$ cat src/rtl/i2c_cmd_arbiter.sv
// i2c_cmd_arbiter: round-robin owner of the shared I2C transmitter for two FWFT byte streams.
// Optional watchdog abort enabled by `define I2C_ARB_TIMEOUT_EN.
module i2c_cmd_arbiter #(
   parameter int MAX_LEN     = 16,
   parameter int LEN_W       = 8,
   parameter int TIMEOUT_CYC = 2000000,
   parameter int TO_W        = 21
) (
   input  logic       clk,
   input  logic       rst,
   input  logic       req0_valid,
   input  logic [7:0] req0_data,
   output logic       req0_rd,
   input  logic       req1_valid,
   input  logic [7:0] req1_data,
   output logic       req1_rd,
   output logic       i2c_en,
   output logic [7:0] i2c_data,
   output logic       i2c_data_ready,
   input  logic       i2c_data_req,
   input  logic       i2c_done,
   output logic [1:0] grant,
   output logic       busy,
   output logic       err_len,
   output logic       err_timeout
);

   typedef enum logic [2:0] {
      S_IDLE,
      S_LEN,
      S_START,
      S_XFER,
      S_WAIT,
      S_FLUSH
   } state_t;

   localparam logic [7:0] MAX_B = 8'(MAX_LEN);

   if (MAX_LEN < 1 || MAX_LEN > 255) begin : g_bad_max_len
      $error("MAX_LEN must be 1..255");
   end
   if (TIMEOUT_CYC < 1 || TIMEOUT_CYC >= (1 << TO_W)) begin : g_bad_to_w
      $error("TO_W too narrow for TIMEOUT_CYC");
   end

   state_t           state;
   state_t           state_n;
   logic [1:0]       grant_n;
   logic             last;
   logic             last_n;
   logic [LEN_W-1:0] rem;
   logic [LEN_W-1:0] rem_n;
   logic             pop;
   logic             own;
   logic             cur_valid;
   logic [7:0]       cur_data;
   logic             to_hit;
   logic             err_to;

   assign own       = grant[1];
   assign cur_valid = own ? req1_valid : req0_valid;
   assign cur_data  = own ? req1_data : req0_data;

   // pop is only ever raised with cur_valid high, so each strobe is backed by data
   assign req0_rd     = pop & grant[0];
   assign req1_rd     = pop & grant[1];
   assign busy        = (state != S_IDLE);
   assign err_timeout = err_to;

`ifdef I2C_ARB_TIMEOUT_EN
   logic [TO_W-1:0] to_cnt;

   // LEN always precedes START, so clearing there restarts the count at START
   always_ff @(posedge clk) begin
      if (rst) begin
         to_cnt <= '0;
      end else if (state == S_LEN) begin
         to_cnt <= '0;
      end else if (state != S_IDLE) begin
         to_cnt <= to_cnt + TO_W'(1);
      end
   end

   assign to_hit = (state inside {S_START, S_XFER, S_WAIT, S_FLUSH}) &&
                   (to_cnt == TO_W'(TIMEOUT_CYC - 1));
`else
   assign to_hit = 1'b0;
`endif

   always_ff @(posedge clk) begin
      if (rst) begin
         state <= S_IDLE;
         grant <= 2'b00;
         last  <= 1'b1;
         rem   <= '0;
      end else begin
         state <= state_n;
         grant <= grant_n;
         last  <= last_n;
         rem   <= rem_n;
      end
   end

   always_comb begin
      state_n        = state;
      grant_n        = grant;
      last_n         = last;
      rem_n          = rem;
      pop            = 1'b0;
      i2c_en         = 1'b0;
      i2c_data       = 8'h00;
      i2c_data_ready = 1'b0;
      err_len        = 1'b0;
      err_to         = 1'b0;

      unique case (state)
         S_IDLE: begin
            if (req0_valid || req1_valid) begin
               // on a tie the requester that did not go last wins
               if (req1_valid && (!req0_valid || !last)) begin
                  grant_n = 2'b10;
               end else begin
                  grant_n = 2'b01;
               end
               state_n = S_LEN;
            end
         end

         S_LEN: begin
            if (cur_valid) begin
               pop = 1'b1;
               if (cur_data == 8'h00 || cur_data > MAX_B) begin
                  err_len = 1'b1;
                  grant_n = 2'b00;
                  last_n  = own;
                  state_n = S_IDLE;
               end else begin
                  rem_n   = LEN_W'(cur_data);
                  state_n = S_START;
               end
            end
         end

         S_START: begin
            i2c_en  = 1'b1;
            state_n = S_XFER;
         end

         S_XFER: begin
            i2c_data       = cur_data;
            i2c_data_ready = cur_valid && (rem != '0);
            if (i2c_data_ready && i2c_data_req) begin
               pop   = 1'b1;
               rem_n = rem - LEN_W'(1);
            end
            if (pop && rem_n == '0) begin
               if (i2c_done) begin
                  grant_n = 2'b00;
                  last_n  = own;
                  state_n = S_IDLE;
               end else begin
                  state_n = S_WAIT;
               end
            end else if (i2c_done) begin
               state_n = S_FLUSH;
            end
         end

         S_WAIT: begin
            if (i2c_done) begin
               grant_n = 2'b00;
               last_n  = own;
               state_n = S_IDLE;
            end
         end

         S_FLUSH: begin
            // drain the aborted payload so the next length byte lines up
            if (cur_valid && rem != '0) begin
               pop   = 1'b1;
               rem_n = rem - LEN_W'(1);
            end
            if (rem_n == '0) begin
               grant_n = 2'b00;
               last_n  = own;
               state_n = S_IDLE;
            end
         end

         default: begin
            grant_n = 2'b00;
            state_n = S_IDLE;
         end
      endcase

      if (to_hit) begin
         err_to  = 1'b1;
         grant_n = 2'b00;
         last_n  = own;
         state_n = S_IDLE;
      end
   end

endmodule

$ cat config.mk
export PLATFORM = sky130hd
export DESIGN_NAME = i2c_cmd_arbiter
export DESIGN_NICKNAME = d
export VERILOG_FILES = /design/src/rtl/i2c_cmd_arbiter.sv
export SDC_FILE = /design/constraint.sdc
export NUM_CORES = 1
export LEC_CHECK = 0
export BUFFER_PORTS_ARGS = -buffer_cell sky130_fd_sc_hd__buf_2
export CAP_MARGIN = 20
export CORE_ASPECT_RATIO = 0.75
export CORE_MARGIN = 2
export CORE_UTILIZATION = 30
export DETAILED_ROUTE_END_ITERATION = 10
export PLACE_DENSITY = 0.63
export SYNTH_ARGS = -nofsm -noshare
export SYNTH_HDL_FRONTEND = slang
export SYNTH_SLANG_ARGS = --single-unit
$ cat constraint.sdc
create_clock -name clk -period 2.1 [get_ports clk]
set_input_delay 0.105 -clock clk [delete_from_list [all_inputs] [get_ports clk]]
set_output_delay 0.105 -clock clk [all_outputs]
set_load 0.02 [all_outputs]
* After elaboration in Yosys (flattened, before gate mapping) *
Index checks and enable logic that the tools add are counted.

cells by class
  reductions and logical operators = 21
  bitwise operators = 3
  $add $sub $neg = 1
  mux-type cells = 43
  $lt $le $gt $ge = 1
  equality and inequality tests = 13

operators by type and width
  cell                   number
  $mux W8                8
  $logic_not A8 Y1       3
  $pmux W8 S3            1
  $mux W3                7
  $pmux W3 S6            1
  $mux W2                8
  $mux W1                15
  $ne A2 B2 Y1 const B   7
  $pmux W2 S6            1
  $reduce_and A5 Y1      2
  $gt A8 B5 Y1 const B   1
  $reduce_bool A8 Y1     1
  $sub A8 B1 Y8 const B  1
  $eq A3 B2 Y1 const B   2
  $eq A3 B3 Y1 const B   2
  $reduce_and A6 Y1      1
  $reduce_bool A3 Y1     2
  $logic_and A1 B1 Y1    4
  $pmux W1 S4            1
  $reduce_bool A4 Y1     1
  $eq A3 B1 Y1 const B   1
  $logic_not A3 Y1       1
  $logic_or A1 B1 Y1     3
  $ne A3 B3 Y1 const B   1
  5 further kinds        7

storage, ports and cells
  input bits = 22
  word-level logic and storage cells = 86
  flip-flop bits (word level) = 14
  output and inout port bits = 17

* Logic depth before layout (Yosys ltp) *
  word-level depth = 9
  gate-level depth with buffers = 9
  depth with buffers taken out = 9

* Worst setup path before layout *
OpenSTA, ideal clock, no wires.

  kind = reg2reg
  start = register rem[4]
  end = register last
  data arrival time = 2.118 ns
  setup slack = -0.140 ns
  stages on the path, launching flop included = 9
  clock period less this slack = 2.240 ns
  cell sequence = dfxtp_1 buf_6 or4_4 o41ai_2 o2111ai_1 nor2_2 a31o_2 a21boi_1 a311o_1

between the ends
  longest elaborated chain between the ends = 9
  elaborated cells between the ends (all ways) = 16
  those cells by class = add/sub: 1; eq/ne: 2; mux: 6; reduce/logical: 7

ends and longest elaborated chain
  element                                                line  text
  from (decl)                                            51    logic [LEN_W-1:0] rem;
  from (signal assigned)                                 100   rem <= rem_n;
  branches (longest 8 deep; another with $sub A8 B1 Y8)  --
  $reduce_and A5 Y1 (no line) *                          --
  to (signal assigned)                                   99    last <= last_n;
  to (decl)                                              49    logic last;

Every way passes the cells marked *. The select of a mux whose other input is x is not followed.
A chain may end at the register's enable or synchronous reset.

* Worst setup path after layout *
  start = register rem[5]
  end = register state[0]

between the ends
  longest elaborated chain between the ends = 9
  elaborated cells between the ends (all ways) = 18
  those cells by class = add/sub: 1; eq/ne: 2; mux: 8; reduce/logical: 7

ends and longest elaborated chain
  element                                                line  text
  branches (longest 9 deep; another with $sub A8 B1 Y8)  --
  to (signal assigned)                                   97    state <= state_n;
  to (decl)                                              46    state_t state;

Parallel ways; which one is timed is not known. The select of a mux whose other input is x is not followed.

==> results.py <==
metrics = {
    "run_status": {
        "outcome": "complete, but fails checks",
        "violations": "setup timing",
    },
    "clock_tree": {
        "htree_levels": 1,
        "clkSlewWorstSetupHoldPaths_ns": 0.07,
        "root_buffer": "clkbuf_8",
        "cts_made_buffers": 3,
        "cts_sinks": 14,
        "clk_latency_ns": 0.26,
        "cts_tree": "built",
        "cts_buffer_depth": 2,
        "hold_buffers": 0,
    },
    "synthesis": {
        "ys_ff_latch": 14,
        "synth_enable_flop_cells": 0,
        "synth_area_per_cell_um2": 6.864,
        "yosysUniqueCellTypes": 59,
        "synth_nets": 238,
        "seq_area_frac_synth_pct": 19.08,
        "synth_cells": 214,
        "synth_warnings": 0,
        "async_flop_share_pct": 0,
        "synthFlopType": "dfxtp_1",
        "synth_area_um2": 1469,
    },
    "finish": {
        "fillCellCount": 462,
        "postLayoutCellArea_um2": 2262,
        "seqCellArea_um2": 289.0,
        "multiInputGateArea_um2": 1227,
        "area_growth_pct": 54.00,
        "diodes": 0,
        "drive_gt1_share_pct": 43.20,
        "num-nets-final": 319,
        "utilization_pct": 46.96,
    },
    "global_route": {
        "grt_pass1_vias": 1727,
        "grt_pass1_wl_um": 8155,
        "grt_overflow": 0,
        "grt_max_degree": 16,
        "grt.total_usage_pct": 18.51,
        "antenna_found_initial": 0,
    },
    "power_and_ir_drop": {
        "p_per_area_nw_per_um2": 488.1,
        "peakVddDrop_mv": 0.2250,
        "p_leak_nw": 0.9693,
    },
    "worst_setup_path": {
        "critical_path_class": "reg2reg",
        "critPathMaxFanout": 3,
        "critical_path.startpoint_type": "register",
        "worstPathRequired_ns": 2.29,
        "end_kind": "register",
        "arrival_ns": 2.39,
    },
    "sta": {
        "maxSlewViolCount": 0,
        "fin_ws_ns": -0.1013,
        "setup_violations": 6,
        "finalCritPeriodShare_pct": 104.8,
        "rsz0062_at_grt": "true",
        "hold_viol": 0,
        "period_needed_ns": 2.201,
        "max_freq_mhz": 454.3,
        "clock_skew_ns": 0.01053,
    },
    "floorplan": {
        "coreArea_um2": 4817,
        "die_w_um": 84.80,
        "die_y_um": 64.60,
        "rows": 22,
        "io_pins": 39,
        "dieArea_um2": 5478,
        "start_util_pct": 30.49,
    },
    "detailed_routing": {
        "vias": 1926,
        "wl_per_cell_um": 14.72,
        "antenna_left": 0,
        "drt-total-wl_um": 5212,
        "avgViaCountPerCell": 5.441,
        "drt_iter0_markers": 189,
        "drc": 0,
        "first_pass_iters": 4,
    },
    "place": {
        "place.gp.congestion": 0.9231,
        "io_buffers": 37,
        "dp_hpwl_um": 3850,
        "placed_area_um2": 2003,
    },
    "worst_hold_path": {
        "hp-class": "in2reg",
    },
    "run": {
        "maxCapViolCount": 0,
    },
}
## logic make-up (layout without fill, tap and decap cells)
group / count (synthesis) / count (layout) / synth area share (%)
AOI/OAI and AO/OA: 57 / 57 / 27.60
muxes: 12 / 12 / 8.518
buffers and inverters: 21 / 101 / 6.474
other: 1 / 1 / 0.2553
and+or+nand+nor: 105 / 105 / 35.18
adders and majority gates: 2 / 2 / 1.703
DFF: 14 / 14 / 19.08
xor gates and xnor gates: 2 / 2 / 1.193
## cell usage in the layout, fill, tap and decap left out, types with 2 or more instances in the layout
master and n:
buf_4 51, buf_2 36, nand2_1 29, nor2_1 27, a21oi_1 11, mux2i_1 10, o21ai_0 9, dfxtp_1 9
inv_1 8, nand3_1 5, nor3_1 5, nor2_2 4, a22oi_1 4, nor3_2 4, a31oi_1 4, clkbuf_8 4
dfxtp_2 4, nor4_1 3, nand4_1 3, nor2b_2 2, o21ai_1 2, and3_1 2, nor4_2 2, or4_1 2
xnor2_1 2, a221oi_1 2, nand2b_1 2, o221ai_1 2, nor2b_1 2, a21o_1 2, a21oi_2 2, or2_1 2
a311oi_1 2, buf_6 2
## power breakdown
group	total (mW)	leakage (nW)	internal (mW)	switching, mW
combinational	0.497	0.824	0.233	0.264
sequential	0.321	0.117	0.289	0.0328
clock	0.286	0.0288	0.167	0.119
total	1.10	0.969	0.688	0.416
## per-layer routing
layer / vias up / part of all wire, % / global-route usage, %
met2: 81 / 42 / 28.64
met3: 7 / 7.4 / 3.822
met4: 0 / 1.0 / 4.563
li1: 947 / - / -
met5: - / 0 / 0
met1: 891 / 49 / 26.31
## worst paths after layout
| path | from | to | slack, ns | cells after the start |
|---|---|---|---|---|
| worst max-delay path | rem[5] | state[0] | -0.10 | 7 |
| worst min register to register | grant[0] | grant[0] | 0.50 | 2 |
| worst max register to register | rem[5] | state[0] | -0.10 | 7 |
| worst min-delay path | req1_valid | grant[1] | 0.18 | 2 |
## per-stage QoR
stage / TNS [ns] / cells / worst slack [ns] / power (mW) / hold slack, ns
6_report: -0.3231 / 354 / -0.1013 / 1.104 / 0.1805
5_1_grt: -0.7983 / 354 / -0.1770 / 1.157 / 0.2153
4_1_cts: -0.1246 / 351 / -0.05236 / 1.053 / 0.1642
3_5_place_dp: -0.7616 / 343 / -0.1551 / 0.7575 / 0.4299
3_3_place_gp: -0.3990 / 343 / -0.1096 / 0.7540 / 0.4246
2_1_floorplan: -0.03813 / 214 / -0.02113 / 0.5910 / 0.1830
## flip-flops by register name (all words and copies together), names as in the netlist
register  count
grant         2
rem           8
state         3
last          1
## cell type report
class	instances	area share, %
inverter	8	1.327
clock buffer	4	2.434
timing repair buffer	89	25.88
multi-input combinational	179	54.26
sequential	14	12.78
tap	60	3.319
## worst max-delay path: stages (launching register included)
cell and delay (ns):
dfxtp_2 0.32, or4_4 0.58, o31ai_4 0.29, a21oi_2 0.11, nor2_2 0.13, o211ai_1 0.17, or3b_1 0.43, a21oi_2 0.12
## timing repair
action	CTS	global route
gates resized for setup	8	26
setup buffers	4	3
pin swaps	3	11
endpoints found under the setup margin	15	24
## cell usage after synthesis (all sizes together) (2+ instances only)
cell,number,area (um^2)
inv,8,30.03
a211oi,2,20.02
o41ai,2,25.03
dfxtp,14,280.3
nand2b,2,12.51
o21ai,11,55.05
nor3,9,45.04
nand4,3,18.77
or2,2,12.51
nand3,5,25.02
a311oi,2,17.52
nand2,29,108.9
or4,3,26.27
a22oi,4,30.03
a21o,2,15.01
o221ai,2,17.52
nor4,6,43.79
ha,2,25.02
mux2i,11,113.9
a21oi,13,65.06
nor2,31,118.9
and3,2,12.51
buf,6,38.78
nor2b,4,25.02
a31oi,4,25.02
or3,2,12.51
a221oi,2,17.52
xnor2,2,17.52
clkbuf,7,26.28
nor3b,2,15.01
a21boi,2,15.02
No activity file was read; power rests on OpenSTA's default activity.
